==> config.mk <==
export PLATFORM = sky130hd
export DESIGN_NAME = spi_fifo_master
export DESIGN_NICKNAME = d
export VERILOG_FILES = /design/src/rtl/spi_fifo_master.sv
export SDC_FILE = /design/constraint.sdc
export NUM_CORES = 1
export LEC_CHECK = 0
export ABC_AREA = 1
export BUFFER_PORTS_ARGS = -buffer_cell sky130_fd_sc_hd__buf_4
export CAP_MARGIN = 20
export CORE_ASPECT_RATIO = 0.8
export CORE_MARGIN = 2
export CORE_UTILIZATION = 53
export CTS_CLUSTER_SIZE = 10
export DETAILED_ROUTE_END_ITERATION = 6
export HOLD_SLACK_MARGIN = 0.06
export MAX_ROUTING_LAYER = met4
export PLACE_DENSITY = 0.81
export SYNTH_ARGS = -nofsm -noshare
export SYNTH_HDL_FRONTEND = slang
export SYNTH_SLANG_ARGS = --single-unit
==> constraint.sdc <==
create_clock -name clk -period 1.5 [get_ports clk]
set_input_delay 0.3 -clock clk [delete_from_list [all_inputs] [get_ports clk]]
set_output_delay 0.3 -clock clk [all_outputs]
set_load 0.05 [all_outputs]
==> src/rtl/spi_fifo_master.sv <==
// SPI mode-0 master that pops words from a TX FIFO, shifts them out MSB first,
// and pushes the received words into an RX FIFO. Back-to-back words keep cs_n low.
`timescale 1ns/1ps
module spi_fifo_master #(
    parameter int dw  = 8,
    parameter int cw  = 8,
    parameter int div = 2
) (
    input  logic          clk,
    input  logic          rst,
    input  logic [dw-1:0] tx_odat,
    input  logic          tx_empty,
    output logic          tx_oen,
    output logic [dw-1:0] rx_idat,
    input  logic          rx_full,
    output logic          rx_ien,
    output logic          sclk,
    output logic          mosi,
    input  logic          miso,
    output logic          cs_n,
    output logic          busy,
    output logic          ovf
);

    localparam int bw = $clog2(dw + 1);

    typedef enum logic [2:0] {IDLE, POP, WAIT, LOAD, SHIFT, PUSH, PUSHW, CSHOLD} state_t;

    state_t        state, state_nx;
    logic [cw-1:0] cnt;
    logic [bw-1:0] bits;
    logic [dw-1:0] tx_sr;
    logic [dw-1:0] rx_sr;
    logic          tc;

    assign tc = (cnt == cw'(div - 1));

    always_ff @(posedge clk or negedge rst) begin
        if (!rst) state <= IDLE;
        else      state <= state_nx;
    end

    always_comb begin
        state_nx = state;
        tx_oen   = 1'b0;
        rx_ien   = 1'b0;
        busy     = (state != IDLE);
        case (state)
            IDLE:   if (tx_empty) state_nx = POP;
            POP: begin
                tx_oen   = 1'b1;
                state_nx = WAIT;
            end
            WAIT:   state_nx = LOAD;
            LOAD:   state_nx = SHIFT;
            // leave only on the falling edge that follows the last rising edge
            SHIFT:  if (tc && sclk && bits == bw'(dw)) state_nx = PUSH;
            PUSH: begin
                rx_ien   = rx_full;
                state_nx = PUSHW;
            end
            PUSHW:  state_nx = tx_empty ? POP : CSHOLD;
            CSHOLD: if (tc) state_nx = IDLE;
            default: state_nx = IDLE;
        endcase
    end

    always_ff @(posedge clk or negedge rst) begin
        if (!rst) begin
            sclk    <= 1'b0;
            mosi    <= 1'b0;
            cs_n    <= 1'b1;
            rx_idat <= '0;
            ovf     <= 1'b0;
            cnt     <= '0;
            bits    <= '0;
            tx_sr   <= '0;
            rx_sr   <= '0;
        end else begin
            case (state)
                LOAD: begin
                    tx_sr <= tx_odat;
                    rx_sr <= '0;
                    mosi  <= tx_odat[dw-1];
                    cs_n  <= 1'b0;
                    cnt   <= '0;
                    bits  <= '0;
                    sclk  <= 1'b0;
                end
                SHIFT: begin
                    if (tc) begin
                        cnt  <= '0;
                        sclk <= ~sclk;
                        if (!sclk) begin
                            rx_sr <= {rx_sr[dw-2:0], miso};
                            bits  <= bits + 1'b1;
                        end else if (bits != bw'(dw)) begin
                            tx_sr <= {tx_sr[dw-2:0], 1'b0};
                            mosi  <= tx_sr[dw-2];
                        end
                    end else begin
                        cnt <= cnt + 1'b1;
                    end
                end
                PUSH: begin
                    if (rx_full) rx_idat <= rx_sr;
                    else         ovf     <= 1'b1;
                end
                PUSHW:  cnt <= '0;
                CSHOLD: begin
                    if (tc) begin
                        cs_n <= 1'b1;
                        cnt  <= '0;
                    end else begin
                        cnt <= cnt + 1'b1;
                    end
                end
                default: ;
            endcase
        end
    end

endmodule

-- Word-level counts from Yosys, hierarchy flattened
Index checks and enable logic that the tools add are counted.
- add/subtract/negate cells: 2
- eq/ne operators: 17
- muxes and demuxes: 27
- bitwise gates (word level): 2
- reduce and logical (&&, ||, !) cells: 16
- operator list (cell ; number):
    $pmux W8 S2 ; 2
    $mux W8 ; 3
    $pmux W3 S8 ; 1
    $mux W7 ; 3
    $ne A2 B2 Y1 const B ; 7
    $pmux W7 S2 ; 1
    $eq A3 B3 Y1 const B ; 4
    $mux W3 ; 4
    $add A8 B1 Y8 const B ; 1
    $eq A8 B1 Y1 const B ; 1
    $mux W4 ; 2
    $pmux W4 S2 ; 1
    $reduce_and A2 Y1 ; 4
    $mux W1 ; 7
    $eq A3 B2 Y1 const B ; 2
    $pmux W1 S2 ; 3
    $reduce_and A3 Y1 ; 2
    $reduce_bool A2 Y1 ; 3
    $add A4 B1 Y4 const B ; 1
    $eq A4 B4 Y1 const B ; 1
    $ne A4 B4 Y1 const B ; 1
    $reduce_and A4 Y1 ; 1
    $reduce_or A2 Y1 ; 2
    $eq A3 B1 Y1 const B ; 1
    other kinds (4) ; 6
- register bits: 42
- bits of input ports: 13
- output and inout port bits: 15
- logic and storage cells: 74

-- Depth between registers and ports, before layout
Gate-level depths: netlist of the first run.
- word-level depth: 5
- gate-level depth with buffers: 9
- depth with buffers taken out: 9

-- Least setup slack after synthesis of the first run
No wires, ideal clock.
- kind: register to output
- start point: reg state[0]
- end point: out tx_oen
- arrival: 1.338 ns
- data required time: 1.200 ns
- setup slack: -0.138 ns
- cell stages (with the launch flop): 5
- buffers on the path: 0
- cell sequence: dfrtp_1 > inv_2 > nor2_1 > inv_1 > nor2_1
- word-level cells in the longest chain between the ends: 2
- ends and longest elaborated chain (what ; RTL line ; text):
    from (decl) ; 29 ; state_t state, state_nx;
    from (signal assigned) ; 40 ; else state <= state_nx;
    $eq A3 B1 Y1 ; 48 ; case (state)
    $mux W1 ; 48 ;
    to (decl) ; 13 ; output logic tx_oen,
Every way passes these cells.

-- Worst setup path in the final report of the first run
Ends and elaborated chain as after synthesis.

==> results of run 1 <==
final cells by class:
class | count | area [µm²]
fill | 305 | 1080
inverter | 20 | 76.3
sequential | 42 | 1050
clock inverter | 3 | 21.3
tap | 55 | 68.8
multi-input combinational | 205 | 1060
clock buffer | 5 | 68.8
timing repair buffer | 53 | 427
per-layer routing:
layer  global-route usage [%]  up-vias  wire length (µm)
li1                         -      985                 -
met2                     36.8       54              2370
met1                     31.4      971              2320
met3                     5.07        7               223
met4                     9.27        0                68
met5                        -        -                 0
repair_timing:
item,CTS,global route
pin swaps,2,10
setup endpoints to repair,3,29
gates resized for setup,14,18
hold buffers,1,0
endpoints found under the hold margin,41,0
setup buffers,6,6
cloned,0,1
flip-flops by register name (all words and copies together) (netlist names):
name and cells:
rx_idat 8, state 3, cnt 8, ovf 1, tx_sr 7, rx_sr 8
cs_n 1, bits 4, sclk 1, mosi 1
cells by family (layout without fill, tap and decap cells):
family	after synthesis	count (layout)	synth area share, %
AOI/OAI and AO/OA	15	16	5.29
and+or+nand+nor	183	183	36.5
xor gates and xnor gates	2	2	0.813
DFF	42	42	48.8
adders and majority gates	4	4	2.32
buffers and inverters	28	81	6.27
how the worst max path moves through the flow:
stage / startpoint / to / slack [ns] / depth (start not counted)
CTS: state[1]$_DFFE_PN0P_ / tx_oen / -0.03 / 4
finish: state[0]$_DFFE_PN0P_ / tx_oen / -0.04 / 5
detailed placement: state[0]$_DFFE_PN0P_ / tx_sr[2]$_DFFE_PN0P_ / 0.03 / 8
floorplan: state[0]$_DFFE_PN0P_ / rx_idat[0]$_DFFE_PN0P_ / 0.01 / 6
global route: state[0]$_DFFE_PN0P_ / tx_oen / -0.09 / 5
global placement: state[1]$_DFFE_PN0P_ / bits[2]$_DFFE_PN0P_ / 0.07 / 6
placed cells by master (no fill, tap or decap), types with 2 or more instances in the layout:
cell type  synthesis  routed
clkinv_2           0       2
nor2_2             2       3
nand2_2            5       3
ha_1               4       3
o21ai_4            2       3
nand3_1           21      20
nand2_4            0       4
xor2_1             2       2
buf_4              3      47
o21ai_0            7       6
inv_1             16      13
nand2_1          120     118
buf_8              0       2
nor2_1            16      11
nor2_4             1       5
clkbuf_8           0       5
dfrtp_1           41      39
inv_2              3       6
buf_6              2       3
nand4_1           16      16
dfrtp_2            0       2
power by group through the flow:
stage	clock network [mW]	registers, mW	logic (mW)
floorplan	0	1.73	1.48
global placement	0	1.60	2.16
detailed placement	0	1.60	2.20
CTS	0.752	1.58	2.40
global route	0.800	1.62	2.98
finish	0.741	1.59	2.74
stage by stage:
stage | utilization (%) | power [mW]
final | 71.9 | 5.07
after floorplan | - | 3.21
after detailed placement | 64.0 | 3.80
after global routing | 71.9 | 5.40
after CTS | 68.9 | 4.73
after global placement | 64.0 | 3.76
critical path, stage by stage (launching register included):
cell and delay (ns):
dfrtp_1 0.38, inv_2 0.09, nor2_4 0.16, inv_2 0.05, nor2_2 0.09, buf_6 0.16
==> key figures, run 1 <==
Placement
  – Post-Place Cells: about 360
  – Input/output buffers: 27
  – Placed Area: 0.00247 mm²
  – Placer Congestion: 0.840
  – Dpl hpwl: between 3 and 4 mm
  – Dpl ws: about 0.034 ns

Drt
  – Routed Antenna Nets: 0
  – DRT Pass-1 Iters: 4
  – Routed vias: between 2000 and 2500
  – Final wirelength: 4.97 mm
  – DRC: 0
  – Starting DRT DRC Count: 151
  – Vias/cell: 5.27
  – Wire per inst: 13.0 µm

Floorplan
  – I/O Pins: 28
  – Die W: 75.3 µm
  – Core Footprint: 0.00385 mm²
  – Starting Density: between 50% and 60%
  – Rows: 20
  – Die H: 61.0 µm
  – Die area: 0.00459 mm²

Critical path
  – Worst R2R End: bits[2]$_DFFE_PN0P_
  – Critical Path RT: 1.20 ns
  – R2R setup slack: 0.03 ns
  – Startpoint Class: register
  – Crit path DAT: between 1 and 1.5 ns
  – R2R depth: 7
  – Max FO, Critical Path: 6
  – R2r startpoint: state[0]$_DFFE_PN0P_
  – Setup crit end kind: output pin
  – Type of the worst setup path: register to output pin

Pwr
  – VDD IR-drop max: 1240 µV
  – Switch share: 46.0%
  – Sequential share of power: 31.4%
  – Clk pwr share: 14.6%
  – Internal Power: 2.74 mW
  – Part of the power in combinational logic: 54.0%
  – PwrDens: 1830 mW/mm²
  – Switching power total: 2.33 mW
  – Static Leak: around 1.5 nW

Timing
  – Final hold slack: about 0.20 ns
  – Setup-failing EPs final: 3
  – Skew final: 0.0104 ns
  – Final period demand of the worst path: 1.54 ns
  – Setup TNS: -0.0919 ns
  – Setup WS post-layout: -0.0359 ns
  – Slew Viols, Final: 0
  – Ratio of final minimum period to clock period: 102%
  – Fin. Hold Viols: 0
  – RSZ-0062 raised after global routing: yes
  – Max Freq: 651 MHz
  – Normalized max-slew margin: 64.8%
  – Worst Tran Pin Value: 0.528 ns

Synthesis
  – Syn nets: ~290
  – Warnings from Yosys: 0
  – Top post-synthesis cells by area: dfrtp_1, nand2_1, nand3_1, nand4_1, inv_1
  – Cell area after synthesis: between 0.002 and 0.0025 mm²
  – Leading area contributor after synthesis: dfrtp_1
  – Async set or reset register ratio after synthesis: 100%
  – Sequential cell area fraction in the yosys report: 48.8%
  – Yosys top cell area share: 47.6%
  – Count leader, synth: nand2_1
  – Commonest register cell after synthesis: dfrtp_1
  – Synth cell count leaders: nand2_1, dfrtp_1, nand3_1
  – Synthesized area per cell: roughly 8 µm²
  – Synthesized flop and latch total: 42
  – Yosys cell types: 27
  – Synth Instances: 274
  – EDFF count, synth: 0

Clock tree
  – Clk sink count: 42
  – CTS tree: done
  – Total CTS buffers: 5
  – Clock Latency Late Sink: 0.31 ns
  – Worst-path clk slew: 0.08 ns
  – CTS H-tree depth: 2
  – CTS Buffer Depth: 2
  – CTS root buf: clkbuf_8

Global route
  – Pin count of the biggest net entering global routing: 43
  – Initial antenna violation count: 0
  – All-layer global routing usage: a little under a quarter
  – Total grt overflow: 0
  – First-pass GRT wire length: 8.08 mm
  – Vias in the first global route: 1911

Min path
  – Worst Hold Class: primary input to register
  – WHS Endpoint: ovf$_DFFE_PN0P_
  – Min-delay src: rx_full
  – Hold path depth: 2

Cells and area
  – Layout cells sized above 1: 28.4%
  – Non-Filler Instances: 383
  – Ant diodes: 0
  – Final net count: 344
  – Synth-to-Final Area Change: 28.7%
  – Final Cell Area: 0.00277 mm²

Run status
  – Failing checks: negative setup slack
  – Status: finished with violations

Flow run
  – Max Cap Viol: 0
No activity file was read; power rests on OpenSTA's default activity.
==> run 2: changes to the inputs <==
--- a/config.mk
+++ b/config.mk
@@ -8,7 +8,7 @@
 export ABC_AREA = 1
 export BUFFER_PORTS_ARGS = -buffer_cell sky130_fd_sc_hd__buf_4
 export CAP_MARGIN = 20
-export CORE_ASPECT_RATIO = 0.8
+export CORE_ASPECT_RATIO = 0.5
 export CORE_MARGIN = 2
 export CORE_UTILIZATION = 53
 export CTS_CLUSTER_SIZE = 10
==> run 2 against run 1 <==
The run still ends with negative setup slack left. Register-to-register slack better by 0.02 ns. Combinational power down 3%. Sequential share of layout area up 0.40 points. Hold slack worse by 0.0067 ns. Cell area down 1.0%. Clock power up 21%. Total power up 1.5%. Sequential power about the same. Critical path type unchanged. Critical endpoint unchanged.
==> key figures, run 2 (synthesis gave the netlist of run 1 again) <==
Global route
  – First-pass GRT wire length: 7.70 mm
  – Pin count of the biggest net entering global routing: 43
  – Total grt overflow: 0
  – Vias in the first global route: 1753
  – All-layer global routing usage: 21.7%
  – Initial antenna violation count: 0

Cells and area
  – Biggest registers after layout: cnt (8), rx_idat (8), rx_sr (8)
  – Layout cells sized above 1: 27.4%
  – Ant diodes: 0
  – Non-Filler Instances: 375
  – Final net count: 337
  – Most common cell after layout, fill and taps aside: nand2_1
  – Most frequent cells in the layout: nand2_1, dfrtp_1, buf_4
  – Filler instances: 285
  – Util after Layout: 70.3%
  – Synth-to-Final Area Change: 27.4%
  – Final Cell Area: 0.00274 mm²

Clock tree
  – CTS H-tree depth: 2
  – CTS Buffer Depth: 2
  – Worst-path clk slew: about 0.080 ns
  – CTS tree: done
  – CTS root buf: clkbuf_8
  – Clock Latency Late Sink: 0.29 ns
  – Clk sink count: 42
  – Total CTS buffers: 5

Pwr
  – Static Leak: 1.46 nW
  – PwrDens: 1870 mW/mm²
  – VDD IR-drop max: 762 µV

Run status
  – Status: finished with violations
  – Failing checks: negative setup slack

Floorplan
  – Starting Density: 55.2%
  – Rows: 16
  – Die W: 94.2 µm
  – I/O Pins: 28
  – Core Footprint: 0.00390 mm²
  – Die H: 49.1 µm
  – Die area: 0.00462 mm²

Flow run
  – Max Cap Viol: 0

Critical path
  – R2r startpoint: state[0]$_DFFE_PN0P_
  – Setup crit end kind: output pin
  – Type of the worst setup path: register to output pin
  – Worst R2R End: rx_sr[5]$_DFFE_PN0P_
  – R2R setup slack: around 0.05 ns
  – Max FO, Critical Path: 4
  – R2R depth: 7
  – Critical Path RT: 1.20 ns
  – Startpoint Class: register
  – Crit path DAT: 1.22 ns

Drt
  – Wire per inst: about 13 µm
  – DRC: 0
  – Final wirelength: 4.77 mm
  – Routed Antenna Nets: 0
  – DRT Pass-1 Iters: 5
  – Starting DRT DRC Count: 123
  – Routed vias: 1969
  – Vias/cell: 5.25

Timing
  – Ratio of final minimum period to clock period: 101%
  – Slew Viols, Final: 0
  – Setup-failing EPs final: 3
  – Normalized max-slew margin: 64.7%
  – Max Freq: 657 MHz
  – Skew final: 0.00955 ns
  – Final hold slack: 0.192 ns
  – Worst Tran Pin Value: 0.529 ns
  – Final period demand of the worst path: 1.52 ns
  – Fin. Hold Viols: 0
  – Setup TNS: -0.0461 ns
  – Setup WS post-layout: -0.0214 ns
  – RSZ-0062 raised after global routing: yes

Placement
  – Post-Place Cells: 357
  – Dpl hpwl: about 3.0 mm
  – Input/output buffers: 27
  – Placer Congestion: slightly below 1
  – Placed Area: 0.00244 mm²

Min path
  – Hold path depth: 2
  – WHS Endpoint: ovf$_DFFE_PN0P_
  – Worst Hold Class: primary input to register
  – Min-delay src: rx_full
## run 2: cell count changes in the layout (fill, tap and decap cells not counted), sizes merged
cell | previous run | this run
buf | 52 | 46
bufinv | 0 | 1
clkbuf | 5 | 6
clkinv | 3 | 1
o21ai | 11 | 10
## run 2: cell type report
cell class	instances	area (µm²)	share of cell area (%)
Inverter	20	76.3	2.78
Sequential cell	42	1050	38.4
Clock inverter	2	37.5	1.37
Tap cell	54	67.6	2.46
Timing Repair Buffer	47	385	14.0
Clock buffer	6	72.6	2.64
Multi-Input combinational cell	204	1050	38.3
## run 2: layer usage
metal  global-route usage (%)  vias to the layer above  share of wire [%]  wire (µm)
met1                     29.1                      923                 46       2190
met3                     5.41                        9                5.2        250
met5                        -                        -                  0          0
met2                     33.6                       66                 47       2250
met4                     5.56                        0                1.4         68
li1                         -                      971                  -          -
## run 2: worst max path at each step
stage	slack, ns	start	endpoint	cells past startpoint
final	-0.02	state[1]$_DFFE_PN0P_	tx_oen	4
after global routing	-0.06	state[1]$_DFFE_PN0P_	tx_oen	4
after CTS	0.003	state[0]$_DFFE_PN0P_	busy	4
after detailed placement	0.07	cnt[1]$_DFFE_PN0P_	mosi$_DFFE_PN0P_	9
after global placement	0.10	bits[1]$_DFFE_PN0P_	tx_sr[2]$_DFFE_PN0P_	8
after floorplan	0.01	state[0]$_DFFE_PN0P_	rx_idat[0]$_DFFE_PN0P_	6
## run 2: power by group
group / total [mW] / switching [mW] / internal [mW]
Sequential: 1.58 / 0.191 / 1.39
Clock: 0.894 / 0.397 / 0.497
Combinational: 2.67 / 1.69 / 0.974
Total: 5.14 / 2.28 / 2.86
## run 2: worst max-delay path: stages, from the launching register on
cell and delay, ns:
dfrtp_2 0.46, nor2_4 0.16, inv_2 0.06, nor2_2 0.09, buf_6 0.16
## run 2: what timing repair did
item                                    4_1_cts  5_1_grt
setup buffers                                 3        6
endpoints found under the hold margin        41        0
pin swaps                                     1        5
hold buffers                                  1        0
endpoints found under the setup margin        2       28
resized for setup                             9       25
## run 2: per-stage QoR
stage               worst slack (ns)  power, mW
floorplan                     0.0144       3.21
global placement               0.104       3.66
detailed placement            0.0684       3.73
CTS                          0.00328       4.73
global route                 -0.0609       5.48
finish                       -0.0214       5.14
==> run 3: changes to the inputs <==
--- a/config.mk
+++ b/config.mk
@@ -8,7 +8,7 @@
 export ABC_AREA = 1
 export BUFFER_PORTS_ARGS = -buffer_cell sky130_fd_sc_hd__buf_4
 export CAP_MARGIN = 20
-export CORE_ASPECT_RATIO = 0.5
+export CORE_ASPECT_RATIO = 1.2
 export CORE_MARGIN = 2
 export CORE_UTILIZATION = 53
 export CTS_CLUSTER_SIZE = 10
@@ -16,6 +16,7 @@
 export HOLD_SLACK_MARGIN = 0.06
 export MAX_ROUTING_LAYER = met4
 export PLACE_DENSITY = 0.81
+export SETUP_SLACK_MARGIN = 0.3
 export SYNTH_ARGS = -nofsm -noshare
 export SYNTH_HDL_FRONTEND = slang
 export SYNTH_SLANG_ARGS = --single-unit
==> run 3 against run 2 <==
The flow still finishes with violations (negative setup slack). Total power is 21% higher. Largest cell class is now multi-input gates. Highest routed layer unchanged. Core utilization increased by 10 points. Sequential power up 3%.
==> key figures, run 3 (synthesis gave the netlist of run 1 again) <==
Run status
  – Status: finished with violations
  – Failing checks: negative setup slack

Drt
  – DRT Pass-1 Iters: 7
  – Final wirelength: about 6.4 mm
  – Routed Antenna Nets: 0
  – Routed vias: 2247
  – Starting DRT DRC Count: between 150 and 200
  – Wire per inst: 16.0 µm
  – DRC: 0
  – Vias/cell: approximately 5.6

Cells and area
  – Final net count: around 360
  – Most common cell after layout, fill and taps aside: nand2_1
  – Biggest registers after layout: cnt (8), rx_idat (8), rx_sr (8)
  – Ant diodes: 0
  – Synth-to-Final Area Change: 45.9%
  – Layout cells sized above 1: between 30% and 40%
  – Most frequent cells in the layout: nand2_1, buf_4, dfrtp_1

Critical path
  – Slowest CP cell: dfrtp_1
  – R2R setup slack: -0.1 ns
  – Buf+Inv Stages, Crit Path: 2
  – Max FO, Critical Path: 6
  – Type of the worst setup path: register to register
  – Critical Path RT: 1.74 ns
  – Crit path DAT: roughly 1.8 ns
  – Kind of cell adding the most delay to the critical path: simple AND/OR/NAND/NOR gates
  – Critical Path, Cell by Cell: buf_4 > nor2_4 > nand2_8 > o21ai_4 > buf_4 > nand4_1 > nand2_1
  – WP depth: 7
  – R2R depth: 7
  – Setup crit end kind: register
  – Most used cell, CP: buf_4
  – CP max stage delay: 0.41 ns
  – Startpoint Class: register

Clock tree
  – CTS H-tree depth: 2
  – Worst-path clk slew: 0.08 ns
  – Total CTS buffers: 5
  – CTS tree: done
  – Clk sink count: 42
  – Clock Latency Late Sink: roughly 0.3 ns
  – CTS root buf: clkbuf_8
  – CTS Buffer Depth: 2

Placement
  – Input/output buffers: 27
  – Dpl ws: between 0.008 and 0.009 ns
  – Placer Congestion: slightly above 0.9
  – Dpl hpwl: between 2 and 3 mm

Floorplan
  – Starting Density: 55.1%
  – Die area: 0.00459 mm²
  – I/O Pins: 28
  – Core Footprint: roughly 0.0039 mm²
  – Die W: 62.2 µm
  – Die H: about 74 µm
  – Rows: 25

Pwr
  – Internal Power: 3.37 mW
  – Static Leak: 1.63 nW
  – Tot Pwr: 6.21 mW
  – Sequential share of power: 26.3%
  – PwrDens: 1970 mW/mm²
  – Clk pwr share: 12.5%
  – Part of the power in combinational logic: around three fifths
  – Switch share: 45.8%
  – VDD IR-drop max: 1320 µV
  – Switching power total: 2.84 mW

Global route
  – Pin count of the biggest net entering global routing: 43
  – Initial antenna violation count: 0
  – All-layer global routing usage: 26.0%
  – Vias in the first global route: 1969
  – First-pass GRT wire length: 8.97 mm
  – Total grt overflow: 0

Min path
  – Worst Hold Class: primary input to register
  – Hold path depth: 2

Flow run
  – Max Cap Viol: 0

Timing
  – Fin. Hold Viols: 0
  – Worst Tran Pin Value: 0.534 ns
  – Normalized max-slew margin: between 60% and 70%
  – Setup WS post-layout: -0.0953 ns
  – Skew final: 0.0100 ns
  – Ratio of final minimum period to clock period: 106%
  – Setup TNS: -1.20 ns
  – Final period demand of the worst path: 1.60 ns
  – Max Freq: 627 MHz
  – Slew Viols, Final: 0
  – RSZ-0062 raised after global routing: yes
  – Setup-failing EPs final: 25
-- run 3: cell types whose count changed in the layout (fill, tap and decap cells not counted), moves of 3 or more --
cell     previous run  this run
buf_4              39        50
inv_1              14        11
buf_8               1         5
o21ai_0             7         2
nand2_1           117       112
nand2_4             5         8
buf_6               6        12
nor2_4              4        11
o21ai_1             0         4
nor2_2              6         0
-- run 3: final timing paths --
path | from | endpoint
worst max-delay path | state[0]$_DFFE_PN0P_ | bits[1]$_DFFE_PN0P_
worst min-delay path | rx_full | ovf$_DFFE_PN0P_
worst max register to register | state[0]$_DFFE_PN0P_ | bits[1]$_DFFE_PN0P_
worst min register to register | rx_sr[7]$_DFFE_PN0P_ | rx_idat[7]$_DFFE_PN0P_
max in group asynchronous | rst | state[2]$_DFFE_PN0P_
min in group asynchronous | rst | tx_sr[1]$_DFFE_PN0P_
-- run 3: cell type report --
class	count	area, µm²
clock inverter	2	12.5
multi-input combinational	205	1190
timing repair buffer	71	643
inverter	20	85.1
sequential	42	1060
clock buffer	6	82.6
fill	211	767
tap	54	67.6
-- run 3: layer usage --
| layer | track usage [%] | share of wire, % | vias to the layer above | wire length, µm |
|---|---|---|---|---|
| li1 | - | - | 1023 | - |
| met1 | 29.7 | 40 | 1080 | 2540 |
| met2 | 45.4 | 51 | 121 | 3260 |
| met3 | 3.68 | 6.1 | 23 | 393 |
| met4 | 13.1 | 3.1 | 0 | 199 |
| met5 | - | 0 | - | 0 |
-- run 3: worst reg2reg max path, stage by stage, from the launching register on --
cell     delay [ns]
dfrtp_1        0.41
buf_4          0.17
nor2_4         0.18
nand2_8        0.11
o21ai_4        0.29
buf_4          0.16
nand4_1        0.12
nand2_1        0.11
-- run 3: metrics by stage --
step	instance area, µm²	hold WS [ns]	std cells	utilization (%)
after floorplan	2220	0.00441	274	-
after global placement	2490	0.314	355	63.7
after detailed placement	2490	0.320	355	63.7
after CTS	2890	0.204	382	73.9
after global routing	3140	0.218	400	80.4
final	3140	0.208	400	80.4
-- run 3: timing repair --
action / CTS / global route
endpoints found under the setup margin: 45 / 44
resized for setup: 43 / 31
pin swaps: 8 / 12
endpoints found under the hold margin: 41 / 0
cloned: 0 / 2
setup buffers: 18 / 16
hold buffers: 1 / 0
-- run 3: power groups by stage --
stage / combinational (mW) / clock, mW / sequential (mW)
global placement: 2.18 / 0 / 1.63
CTS: 2.92 / 0.776 / 1.59
floorplan: 1.63 / 0 / 1.75
global route: 4.04 / 0.817 / 1.65
finish: 3.80 / 0.778 / 1.63
detailed placement: 2.22 / 0 / 1.64
